<file path="src/rtl/bus_seq_pkg.sv">
// Shared types and constants for the register-bus sequencer.
package bus_seq_pkg;

    localparam int             SEL_W           = 4;
    localparam logic [SEL_W-1:0] SEL_NONE      = 4'b0000;
    localparam int             TIMEOUT_DEFAULT = 16;

    typedef enum logic [2:0] {
        IDLE   = 3'd0,
        READ   = 3'd1,
        READ_B = 3'd2,
        EXEC   = 3'd3,
        WRITE  = 3'd4
    } state_e;

endpackage

</file>
<file path="src/rtl/bus_sequencer_exec_timer.sv">
// EXEC wait counter: cleared on EXEC entry, flags expiry at count TIMEOUT-1.
module exec_timer #(
    parameter int TIMEOUT = 16
) (
    input  logic clk,
    input  logic RST,
    input  logic clr,
    input  logic en,
    output logic expired
);

    localparam int CW = (TIMEOUT > 1) ? $clog2(TIMEOUT) : 1;
    localparam logic [CW-1:0] LAST = CW'(TIMEOUT - 1);

    logic [CW-1:0] count_q;
    logic [CW-1:0] count_d;

    assign expired = (count_q == LAST);

    // Saturates at LAST so a stalled EXEC can never wrap back below expiry.
    always_comb begin
        count_d = count_q;
        if (clr) begin
            count_d = '0;
        end else if (en && !expired) begin
            count_d = count_q + 1'b1;
        end
    end

    always_ff @(posedge clk) begin
        if (RST) begin
            count_q <= '0;
        end else begin
            count_q <= count_d;
        end
    end

endmodule

</file>
<file path="src/rtl/bus_sequencer.sv">
// Register A/B/C bus initiator: sequences each micro-op as read, ALU execute, write-back.
module bus_sequencer #(
    parameter int SEL_W   = 4,
    parameter int TIMEOUT = bus_seq_pkg::TIMEOUT_DEFAULT
) (
    input  logic                  clk,
    input  logic                  RST,
    input  logic                  req_valid,
    output logic                  req_ready,
    input  logic [SEL_W-1:0]      req_a_sel,
    input  logic [SEL_W-1:0]      req_b_sel,
    input  logic [SEL_W-1:0]      req_c_sel,
    output logic [SEL_W-1:0]      a_en,
    output logic [SEL_W-1:0]      b_en,
    output logic [SEL_W-1:0]      c_en,
    output logic                  alu_start,
    input  logic                  alu_done,
    output logic                  done,
    output logic                  err,
    output bus_seq_pkg::state_e   dbg_state
);

    import bus_seq_pkg::*;

    localparam logic [SEL_W-1:0] SEL_Z = SEL_W'(SEL_NONE);

    state_e           state_q, state_d;
    logic [SEL_W-1:0] a_sel_q, a_sel_d;
    logic [SEL_W-1:0] b_sel_q, b_sel_d;
    logic [SEL_W-1:0] c_sel_q, c_sel_d;
    logic [SEL_W-1:0] a_en_q, a_en_d;
    logic [SEL_W-1:0] b_en_q, b_en_d;
    logic [SEL_W-1:0] c_en_q, c_en_d;
    logic             alu_start_q, alu_start_d;
    logic             done_q, done_d;
    logic             err_q, err_d;

    logic             accept;
    logic             split_q;
    logic             split_d;
    logic             tmr_clr;
    logic             tmr_en;
    logic             tmr_expired;

    // Handshake: a request transfers on a rising edge where req_valid && req_ready;
    // req_ready is high only in IDLE, and req_* are sampled only at that edge.
    assign req_ready = (state_q == IDLE);
    assign accept    = req_valid && req_ready;

    // A register with matching A and B enables drives only A, so equal selects need two reads.
    assign split_q = (a_sel_q == b_sel_q) && (a_sel_q != SEL_Z);
    assign split_d = (a_sel_d == b_sel_d) && (a_sel_d != SEL_Z);

    assign a_en      = a_en_q;
    assign b_en      = b_en_q;
    assign c_en      = c_en_q;
    assign alu_start = alu_start_q;
    assign done      = done_q;
    assign err       = err_q;
    assign dbg_state = state_q;

    exec_timer #(
        .TIMEOUT (TIMEOUT)
    ) u_timer (
        .clk     (clk),
        .RST     (RST),
        .clr     (tmr_clr),
        .en      (tmr_en),
        .expired (tmr_expired)
    );

    always_ff @(posedge clk) begin
        if (RST) begin
            state_q     <= IDLE;
            a_sel_q     <= '0;
            b_sel_q     <= '0;
            c_sel_q     <= '0;
            a_en_q      <= '0;
            b_en_q      <= '0;
            c_en_q      <= '0;
            alu_start_q <= 1'b0;
            done_q      <= 1'b0;
            err_q       <= 1'b0;
        end else begin
            state_q     <= state_d;
            a_sel_q     <= a_sel_d;
            b_sel_q     <= b_sel_d;
            c_sel_q     <= c_sel_d;
            a_en_q      <= a_en_d;
            b_en_q      <= b_en_d;
            c_en_q      <= c_en_d;
            alu_start_q <= alu_start_d;
            done_q      <= done_d;
            err_q       <= err_d;
        end
    end

    always_comb begin
        state_d = state_q;
        case (state_q)
            IDLE: begin
                if (accept) begin
                    if ((req_a_sel == SEL_Z) && (req_b_sel == SEL_Z)) begin
                        state_d = EXEC;
                    end else begin
                        state_d = READ;
                    end
                end
            end
            READ: begin
                state_d = split_q ? READ_B : EXEC;
            end
            READ_B: begin
                state_d = EXEC;
            end
            EXEC: begin
                if (alu_done) begin
                    state_d = (c_sel_q != SEL_Z) ? WRITE : IDLE;
                end else if (tmr_expired) begin
                    state_d = IDLE;
                end
            end
            WRITE: begin
                state_d = IDLE;
            end
            default: begin
                state_d = IDLE;
            end
        endcase
    end

    always_comb begin
        a_sel_d = a_sel_q;
        b_sel_d = b_sel_q;
        c_sel_d = c_sel_q;
        if (accept) begin
            a_sel_d = req_a_sel;
            b_sel_d = req_b_sel;
            c_sel_d = req_c_sel;
        end
    end

    // Outputs are registered from the next state so they line up with the state they describe.
    always_comb begin
        a_en_d      = '0;
        b_en_d      = '0;
        c_en_d      = '0;
        alu_start_d = 1'b0;
        done_d      = 1'b0;
        err_d       = 1'b0;
        tmr_clr     = 1'b0;
        tmr_en      = 1'b0;

        case (state_d)
            READ: begin
                a_en_d = a_sel_d;
                b_en_d = split_d ? SEL_Z : b_sel_d;
            end
            READ_B: begin
                b_en_d = b_sel_d;
            end
            WRITE: begin
                c_en_d = c_sel_d;
            end
            default: begin
            end
        endcase

        alu_start_d = (state_d == EXEC) && (state_q != EXEC);
        tmr_clr     = alu_start_d;
        tmr_en      = (state_q == EXEC);

        done_d = (state_q == WRITE)
              || ((state_q == EXEC) && alu_done && (c_sel_q == SEL_Z));
        err_d  = (state_q == EXEC) && !alu_done && tmr_expired;
    end

endmodule

</file>
<file path="config.mk">
export PLATFORM = sky130hd
export DESIGN_NAME = bus_sequencer
export DESIGN_NICKNAME = d
export VERILOG_FILES = /design/src/rtl/bus_seq_pkg.sv /design/src/rtl/bus_sequencer_exec_timer.sv /design/src/rtl/bus_sequencer.sv
export SDC_FILE = /design/constraint.sdc
export NUM_CORES = 1
export LEC_CHECK = 0
export ABC_CLOCK_PERIOD_IN_PS = 1900
export CAP_MARGIN = 30
export CORE_ASPECT_RATIO = 0.5
export CORE_MARGIN = 2
export CORE_UTILIZATION = 48
export DETAILED_ROUTE_END_ITERATION = 10
export PLACE_DENSITY_LB_ADDON = 0.1
export SLEW_MARGIN = 20
export SYNTH_ARGS = -nofsm -noshare
export SYNTH_HDL_FRONTEND = slang
export SYNTH_SLANG_ARGS = --single-unit
</file>
<file path="constraint.sdc">
create_clock -name clk -period 1.9 [get_ports clk]
set_input_delay 0.19 -clock clk [delete_from_list [all_inputs] [get_ports clk]]
set_output_delay 0.19 -clock clk [all_outputs]
set_load 0.005 [all_outputs]
</file>
Yosys cells after proc, flatten, opt, wreduce, memory -nomap -nowiden
Index checks and enable logic that the tools add are counted.
{ "classes": {"eq_ne": 12, "bitwise_logic": 2, "reduce_logical": 23, "n_mux": 12, "addsub": 1} }
{ "ops": {"columns": ["cell", "n"], "rows": [
  ["$mux 4", 4],
  ["$eq 3x2->1 const B", 4],
  ["$logic_not 4->1", 3],
  ["$mux 3", 4],
  ["$pmux 3 s4", 1],
  ["$reduce_bool 4->1", 3],
  ["$logic_and 1x1->1", 10],
  ["$eq 4x4->1", 2],
  ["$pmux 4 s2", 1],
  ["$eq 3x1->1 const B", 2],
  ["$eq 3x3->1 const B", 2],
  ["$reduce_or 2->1", 3],
  ["$add 4x1->4 const B", 1],
  ["$eq 4x4->1 const B", 1],
  ["$logic_not 3->1", 1],
  ["$ne 3x2->1 const B", 1],
  ["$logic_not 1->1", 2],
  ["$mux 2", 1],
  ["$not 1->1", 2],
  ["$logic_or 1x1->1", 1],
  ["$mux 1", 1]
]} }
{ "word_totals": {"ff_bits": 34, "inputBits": 16, "out_inout_bits": 19} }

Depth between registers and ports, before layout
Gate-level depths: netlist (run 1).
{ "depth": {"depth_word": 8, "depth_mapped": 6} }

Cells and area by module
A second synthesis (run 1) with hierarchy kept.
{ "hier_totals": {"hier_cells": 145, "area_unflattened_um2": 1443.9} }
{ "modules_own_cells": {"columns": ["mod", "cells_per_inst", "instances", "area_per_inst_um2", "seq_area_each_um2"], "rows": [
  ["bus_sequencer", 123, 1, 1232.4, 600.6],
  ["exec_timer", 22, 1, 211.5, 80.1]
]} }

Worst setup path before layout (run 1)
OpenSTA, ideal clock, no wires.
{ "synth_path": {"path_type": "reg2reg", "start": "register u_timer.count_q[0]", "end": "register u_timer.count_q[3]", "arrival_ns": 1.487, "stages_incl_launch_ff": 7, "slack_ns": 0.335, "setup_ns": 0.078, "path_cell_list": "dfxtp_1 ha_1 and3_1 nor3_1 nand4_1 xor2_1 nor3_1"} }
{ "synth_via": {"elab_chain_cells": 7} }
{ "synth_lines": {"columns": ["item", "line", "source"], "rows": [
  ["start, declared", "bus_sequencer_exec_timer.sv:15", "logic [CW-1:0] count_q;"],
  ["start signal, assigned", "bus_sequencer_exec_timer.sv:34", "count_q <= count_d;"],
  ["$eq 4x4->1", "bus_sequencer_exec_timer.sv:18", "assign expired = (count_q == LAST);"],
  ["$mux 3", "bus_sequencer.sv:119", "end else if (tmr_expired) begin"],
  ["$mux 3", "bus_sequencer.sv:117", "if (alu_done) begin"],
  ["$pmux 3 s4", "bus_sequencer.sv:100", "case (state_q)"],
  ["$eq 3x2->1", "bus_sequencer.sv:169", "alu_start_d = (state_d == EXEC) && (state_q != EXEC);"],
  ["$logic_and 1x1->1", "bus_sequencer.sv:169", null],
  ["$reduce_or 2->1 (no line)", null, null]
]} }
Several ways; a longest one is shown, not always the timed one.
A chain may end at the register's enable or synchronous reset.

Final worst setup path (run 1)
{ "layout_path": {"start": "register state_q[1] (netlist: dbg_state[1])", "end": "output port req_ready"} }
{ "layout_via": {"elab_chain_cells": 1} }
{ "layout_lines": {"columns": ["item", "line", "source"], "rows": [
  ["start, declared", "bus_sequencer.sv:27", "state_e state_q, state_d;"],
  ["start signal, assigned", "bus_sequencer.sv:85", "state_q <= state_d;"],
  ["$logic_not 3->1", "bus_sequencer.sv:47", "assign req_ready = (state_q == IDLE);"],
  ["end, declared", "bus_sequencer.sv:9", "output logic req_ready,"]
]} }
No other way between the ends.

==> results of run 1 <==
[worst min-delay path by stage]
stage / cells past startpoint / endpoint / from
after floorplan: 2 / c_sel_q[0] / req_c_sel[0]
after global placement: 2 / c_sel_q[1] / c_sel_q[1]
after detailed placement: 2 / c_sel_q[1] / c_sel_q[1]
after CTS: 2 / c_sel_q[1] / c_sel_q[1]
after global routing: 2 / c_sel_q[1] / c_sel_q[1]
final: 2 / c_sel_q[1] / c_sel_q[1]
[state kept, by name, summed over array words and instances, names as in the netlist]
name / flops
a_en: 4
a_sel_q: 4
b_en: 4
b_sel_q: 4
c_en: 4
c_sel_q: 4
u_timer.count_q: 4
dbg_state: 3
alu_start: 1
done: 1
err: 1
[cell families (layout without fill, tap and decap cells)]
kind of cell	Yosys count	in the layout	share of synthesized area
simple gates	67	67	0.263
flops	34	34	0.466
compound gates	15	15	0.0882
mux	13	13	0.0890
xor+xnor	9	9	0.0539
buf+inv	8	59	0.0317
fa+ha+maj	1	1	0.00856
[report_power, final]
| group | internal (mW) | switching, mW | total, mW |
|---|---|---|---|
| Sequential | 0.833 | 0.123 | 0.956 |
| Clock | 0.392 | 0.258 | 0.650 |
| Combinational | 0.498 | 0.397 | 0.896 |
| Total | 1.72 | 0.778 | 2.50 |
[worst register-to-register path: cells and delay by family (launching register included)]
| kind | cells | cell delay [ns] |
|---|---|---|
| flops | 1 | 0.38 |
| simple gates | 2 | 0.43 |
| fa+ha+maj | 1 | 0.24 |
| compound gates | 3 | 0.58 |
[cells in the final DEF, fill, tap and decap left out, drive strengths merged, types with 3 or more instances in the layout]
cell type	count
buf	16
a21oi	6
nor3	12
xnor2	3
nor2	24
nor4	7
xor2	6
mux2i	13
nand4	3
nand2	4
dfxtp	34
clkbuf	7
clkdlybuf4s50	34
[layer usage]
metal  track usage  part of all wire  wire [um]
met4        0.0900             0.015         49
met1         0.281              0.48       1560
met5             0                 0          0
met3        0.0809             0.076        246
met2         0.298              0.43       1380
[cell type report]
class / count / area (um2)
Fill cell: 232 / 905
Multi-Input combinational cell: 105 / 734
Sequential cell: 34 / 683
Timing Repair Buffer: 50 / 460
Clock buffer: 7 / 76.3
Tap cell: 40 / 50.0
Clock inverter: 1 / 30.0
Inverter: 1 / 3.75
[metrics by stage]
step	setup WS, ns	util
3_5_place_dp	-0.0500	0.656
6_report	0.107	0.693
4_1_cts	0.0133	0.692
2_1_floorplan	0.335	-
3_3_place_gp	-0.0365	0.656
5_1_grt	0.0610	0.693
==> out/metrics.csv, run 1 <==
metric;value;unit
status;complete, no violations;
worst_clock_skew;0.00513;ns
final-instance-count-excl-fill;238;
cp_top_family;buffers and inverters;
rows;14;
dieArea;0.00353;mm2
place_area;0.00193;mm2
yosys_warnings;0;
critPathArrivalTime;1.60;ns
wl_per_cell;13.6;um
tightest_slew;0.401;ns
crit_type;flip-flop to output pin;
via_per_inst;5.23;
route.detailed.drc;0;
p_per_area;1230;mW/mm2
synth_cells;147;
crit_required;1.71;ns
clk_latency;0.29;ns
rr_startpoint;u_timer.count_q[0];
area_growth_syn_to_layout;39.5;%
cp_max_fo;11;
path_clk_slew;0.07;ns
grt_pass1_wl;5250;um
critPathMaxStageDelay;0.50;ns
cts_buffers;5;
worstSetupStartpoint;dbg_state[1];
portBuffers;34;
synthFlopType;dfxtp_1;
cts_setup_buffers;0;
num-nets-final;214;
ys_seq_area_frac;0.466;
total_power;2.50;mW
antenna_found_initial;0;
timing.fmax;558;MHz
fin_hold_ws;0.517;ns
clockRootBuffer;clkbuf_8;
initial_core_util;0.497;
fin_crit;1.79;ns
syn_area;0.00146;mm2
core;0.00294;mm2
start_kind;flip-flop;
report.final.slew_viol_count;0;
p_leak;0.797;nW
die_height;43.0;um
yosysTopAreaCellShare;0.466;
worstPathCellList;or2_2 > nor2_1 > clkdlybuf4s50_1;
max_slew_margin;0.730;
synth_edf_count;0;
grt_pass1_vias;1142;
antenna_left;0;
place_inst;230;
yosysMostFrequentCell;dfxtp_1;
maxCapViolCount;0;
ys_async_sr_fraction;0;
ys_ff_latch;34;
cp_num_buf_inv;1;
synth_fp_nets;164;
setup_viol;0;
rsz0062_at_grt;false;
crit_path_end_kind;output pin;
r2r_cells;6;
reg2reg_to;u_timer.count_q[2];
via_count;1245;
ios;35;
synth_area_per_cell;9.94;um2
cp.depth;3;
clkSinkCount;34;
grt_max_degree;26;
finalWeightedCongestion;0.806;
cts_tree;yes;
r2r_slack;0.18;ns
synth.largest_area_cell;dfxtp_1;
layout-drive-gt1-share;0.152;
firstDrtPassIters;4;
hp-class;flip-flop to flip-flop;
dp_hpwl;2350;um
endpoint;req_ready;
grt_util_all_layers;0.209;
fin_setup_tns;0;ns
slowest_stage;clkdlybuf4s50_1;
grt_overflow_total;0;
hold_viol;0;
die_x;82.0;um
diodes;0;
fin_crit_sh;0.943;
ir_worst_vdd;0.000686;V
drtIter0Drc;41;
synth_area_leaders;dfxtp_1, mux2i_1, nor2_1;
routed_wl;3230;um
clockBufferDepth;2;
yosysUniqueCellTypes;39;
cts-resized-gates;0;
htree_num_levels;2;
fin_area;0.00204;mm2
cts_hold_buf;0;
synth_common_cells;dfxtp_1, nor2_1, mux2i_1, nor3_1, nor4_1;
Note: power is estimated with default switching activity, not from simulation.
==> run 2: changes to the inputs <==
--- a/config.mk
+++ b/config.mk
@@ -5,11 +5,11 @@
 export SDC_FILE = /design/constraint.sdc
 export NUM_CORES = 1
 export LEC_CHECK = 0
-export ABC_CLOCK_PERIOD_IN_PS = 1900
+export ABC_CLOCK_PERIOD_IN_PS = 2300
 export CAP_MARGIN = 30
 export CORE_ASPECT_RATIO = 0.5
 export CORE_MARGIN = 2
-export CORE_UTILIZATION = 48
+export CORE_UTILIZATION = 52
 export DETAILED_ROUTE_END_ITERATION = 10
 export PLACE_DENSITY_LB_ADDON = 0.1
 export SLEW_MARGIN = 20
==> constraint.sdc (replaced) <==
create_clock -name clk -period 2.3 [get_ports clk]
set_input_delay 0.23 -clock clk [delete_from_list [all_inputs] [get_ports clk]]
set_output_delay 0.23 -clock clk [all_outputs]
set_load 0.005 [all_outputs]
==> run 2 against run 1 <==
Net effect: non-clock buffer count is 14 lower; sequential cell count stayed put; sequential power is 18% lower; via count is 4.1% lower; routed wire length is 3.2% lower; worst setup slack better by 0.28 ns; hold slack better by 0.0026 ns; critical path type unchanged; highest routed layer unchanged.
==> out/metrics.csv, run 2 (synthesis results as in run 1) <==
metric;value;unit;change
max_slew_margin;0.691;;-0.0391
worstSetupStartpoint;dbg_state[1];;
p_leak;0.727;nW;-8.8%
route.detailed.drc;0;;unchanged
antenna_left;0;;unchanged
fin_area;0.00192;mm2;-5.6%
core;0.00264;mm2;-10%
setup_viol;0;;unchanged
hold_viol;0;;unchanged
rsz0062_at_grt;false;;
layout-drive-gt1-share;0.0815;;-0.0700
grt_util_all_layers;0.206;;-0.00291
endpoint;req_ready;;
finalWeightedCongestion;0.830;;+2.9%
cp_top_family;buffers and inverters;;
via_per_inst;5.40;;+3.3%
via_count;1194;;-4.1%
firstDrtPassIters;4;;unchanged
r2r_cells;5;;-1
r2r_slack;0.49;ns;+0.31 ns
total_power;1.96;mW;-22%
critPathArrivalTime;1.68;ns;+0.08 ns
antenna_found_initial;0;;unchanged
grt_overflow_total;0;;unchanged
cts_setup_buffers;0;;unchanged
p_per_area;1020;mW/mm2;-17%
report.final.slew_viol_count;0;;unchanged
die_x;79.0;um;-3.7%
place_area;0.00183;mm2;-5.0%
cts_buffers;5;;unchanged
crit_path_end_kind;output pin;;
routed_wl;3130;um;-3.2%
htree_num_levels;2;;unchanged
cp_num_buf_inv;1;;unchanged
drtIter0Drc;40;;-2.4%
fin_hold_ws;0.520;ns;+0.00261 ns
status;complete, no violations;;
wl_per_cell;14.2;um;+4.3%
reg2reg_to;b_en[0];;
crit_required;2.07;ns;+0.36 ns
clkSinkCount;34;;unchanged
dp_hpwl;2190;um;-6.9%
ir_worst_vdd;0.000626;V;-8.7%
start_kind;flip-flop;;
fin_setup_tns;0;ns;unchanged
fin_util;0.730;;+0.0377
min_path_cells;2;;unchanged
place_ws;0.380;ns;+0.430 ns
timing.fmax;524;MHz;
holdCritStartpoint;c_sel_q[1];;
num-nets-final;200;;-6.5%
grt_pass1_wl;5240;um;-0.11%
maxCapViolCount;0;;unchanged
ios;35;;unchanged
cp_max_fo;11;;unchanged
fin_crit_sh;0.830;;
clockRootBuffer;clkbuf_8;;
tightest_slew;0.460;ns;+0.0588 ns
worst_clock_skew;0.00251;ns;-0.00262 ns
initial_core_util;0.555;;+0.0580
rows;13;;-1
portBuffers;34;;unchanged
area_growth_syn_to_layout;31.7;%;
final.fill_count;207;;-11%
grt_pass1_vias;1133;;-0.79%
path_clk_slew;0.07;ns;about the same
hp-class;flip-flop to flip-flop;;
worstPathCellList;or2_2 > nor2_1 > clkdlybuf4s50_1;;
die_height;41.5;um;-3.6%
cts_tree;yes;;
cts_hold_buf;0;;unchanged
cts-resized-gates;0;;unchanged
dieArea;0.00328;mm2;-7.2%
fin_crit;1.91;ns;
mostFrequentLayoutCells;dfxtp_1, clkdlybuf4s50_1, nor2_1;;
clockBufferDepth;2;;unchanged
crit_type;flip-flop to output pin;;
clk_latency;0.28;ns;about the same
critPathMaxStageDelay;0.50;ns;about the same
rr_startpoint;dbg_state[1];;
grt_max_degree;26;;unchanged
cp.depth;3;;unchanged
layout_setup_ws;0.391;ns;+0.283 ns
final-instance-count-excl-fill;221;;-7.1%
place_inst;213;;-7.4%
diodes;0;;unchanged
slowest_stage;clkdlybuf4s50_1;;
-- run 2: worst min path at each step --
stage,slack [ns],to
floorplan,0.40,c_sel_q[0]
finish,0.52,c_sel_q[1]
CTS,0.52,c_sel_q[1]
global placement,0.50,c_sel_q[0]
detailed placement,0.51,c_sel_q[1]
global route,0.55,c_sel_q[1]
-- run 2: cell type report --
type,count,area (um2),share of cell area
Multi-Input combinational cell,105,734,0.382
Sequential cell,34,681,0.354
Timing Repair Buffer,36,368,0.191
Clock buffer,7,86.3,0.0449
Tap cell,37,46.3,0.0241
Clock inverter,1,5.00,0.00260
Inverter,1,3.75,0.00195
-- run 2: report_power, final --
group	leakage [nW]	internal (mW)	switching, mW	total [mW]
registers	0.277	0.684	0.0994	0.783
clock network	0.0482	0.241	0.208	0.449
logic	0.402	0.395	0.335	0.730
total	0.727	1.32	0.642	1.96
-- run 2: metal layers --
metal,routed length (um),track usage,vias to the layer above
met5,0,0,-
met4,24,0.0586,0
met3,228,0.0891,2
met2,1330,0.288,35
met1,1540,0.289,557
li1,-,-,600
-- run 2: tightest hold or removal path, stage by stage, from the launching register on --
cell and delay (ns):
dfxtp_1 0.33, mux2i_1 0.08, nor2_1 0.08
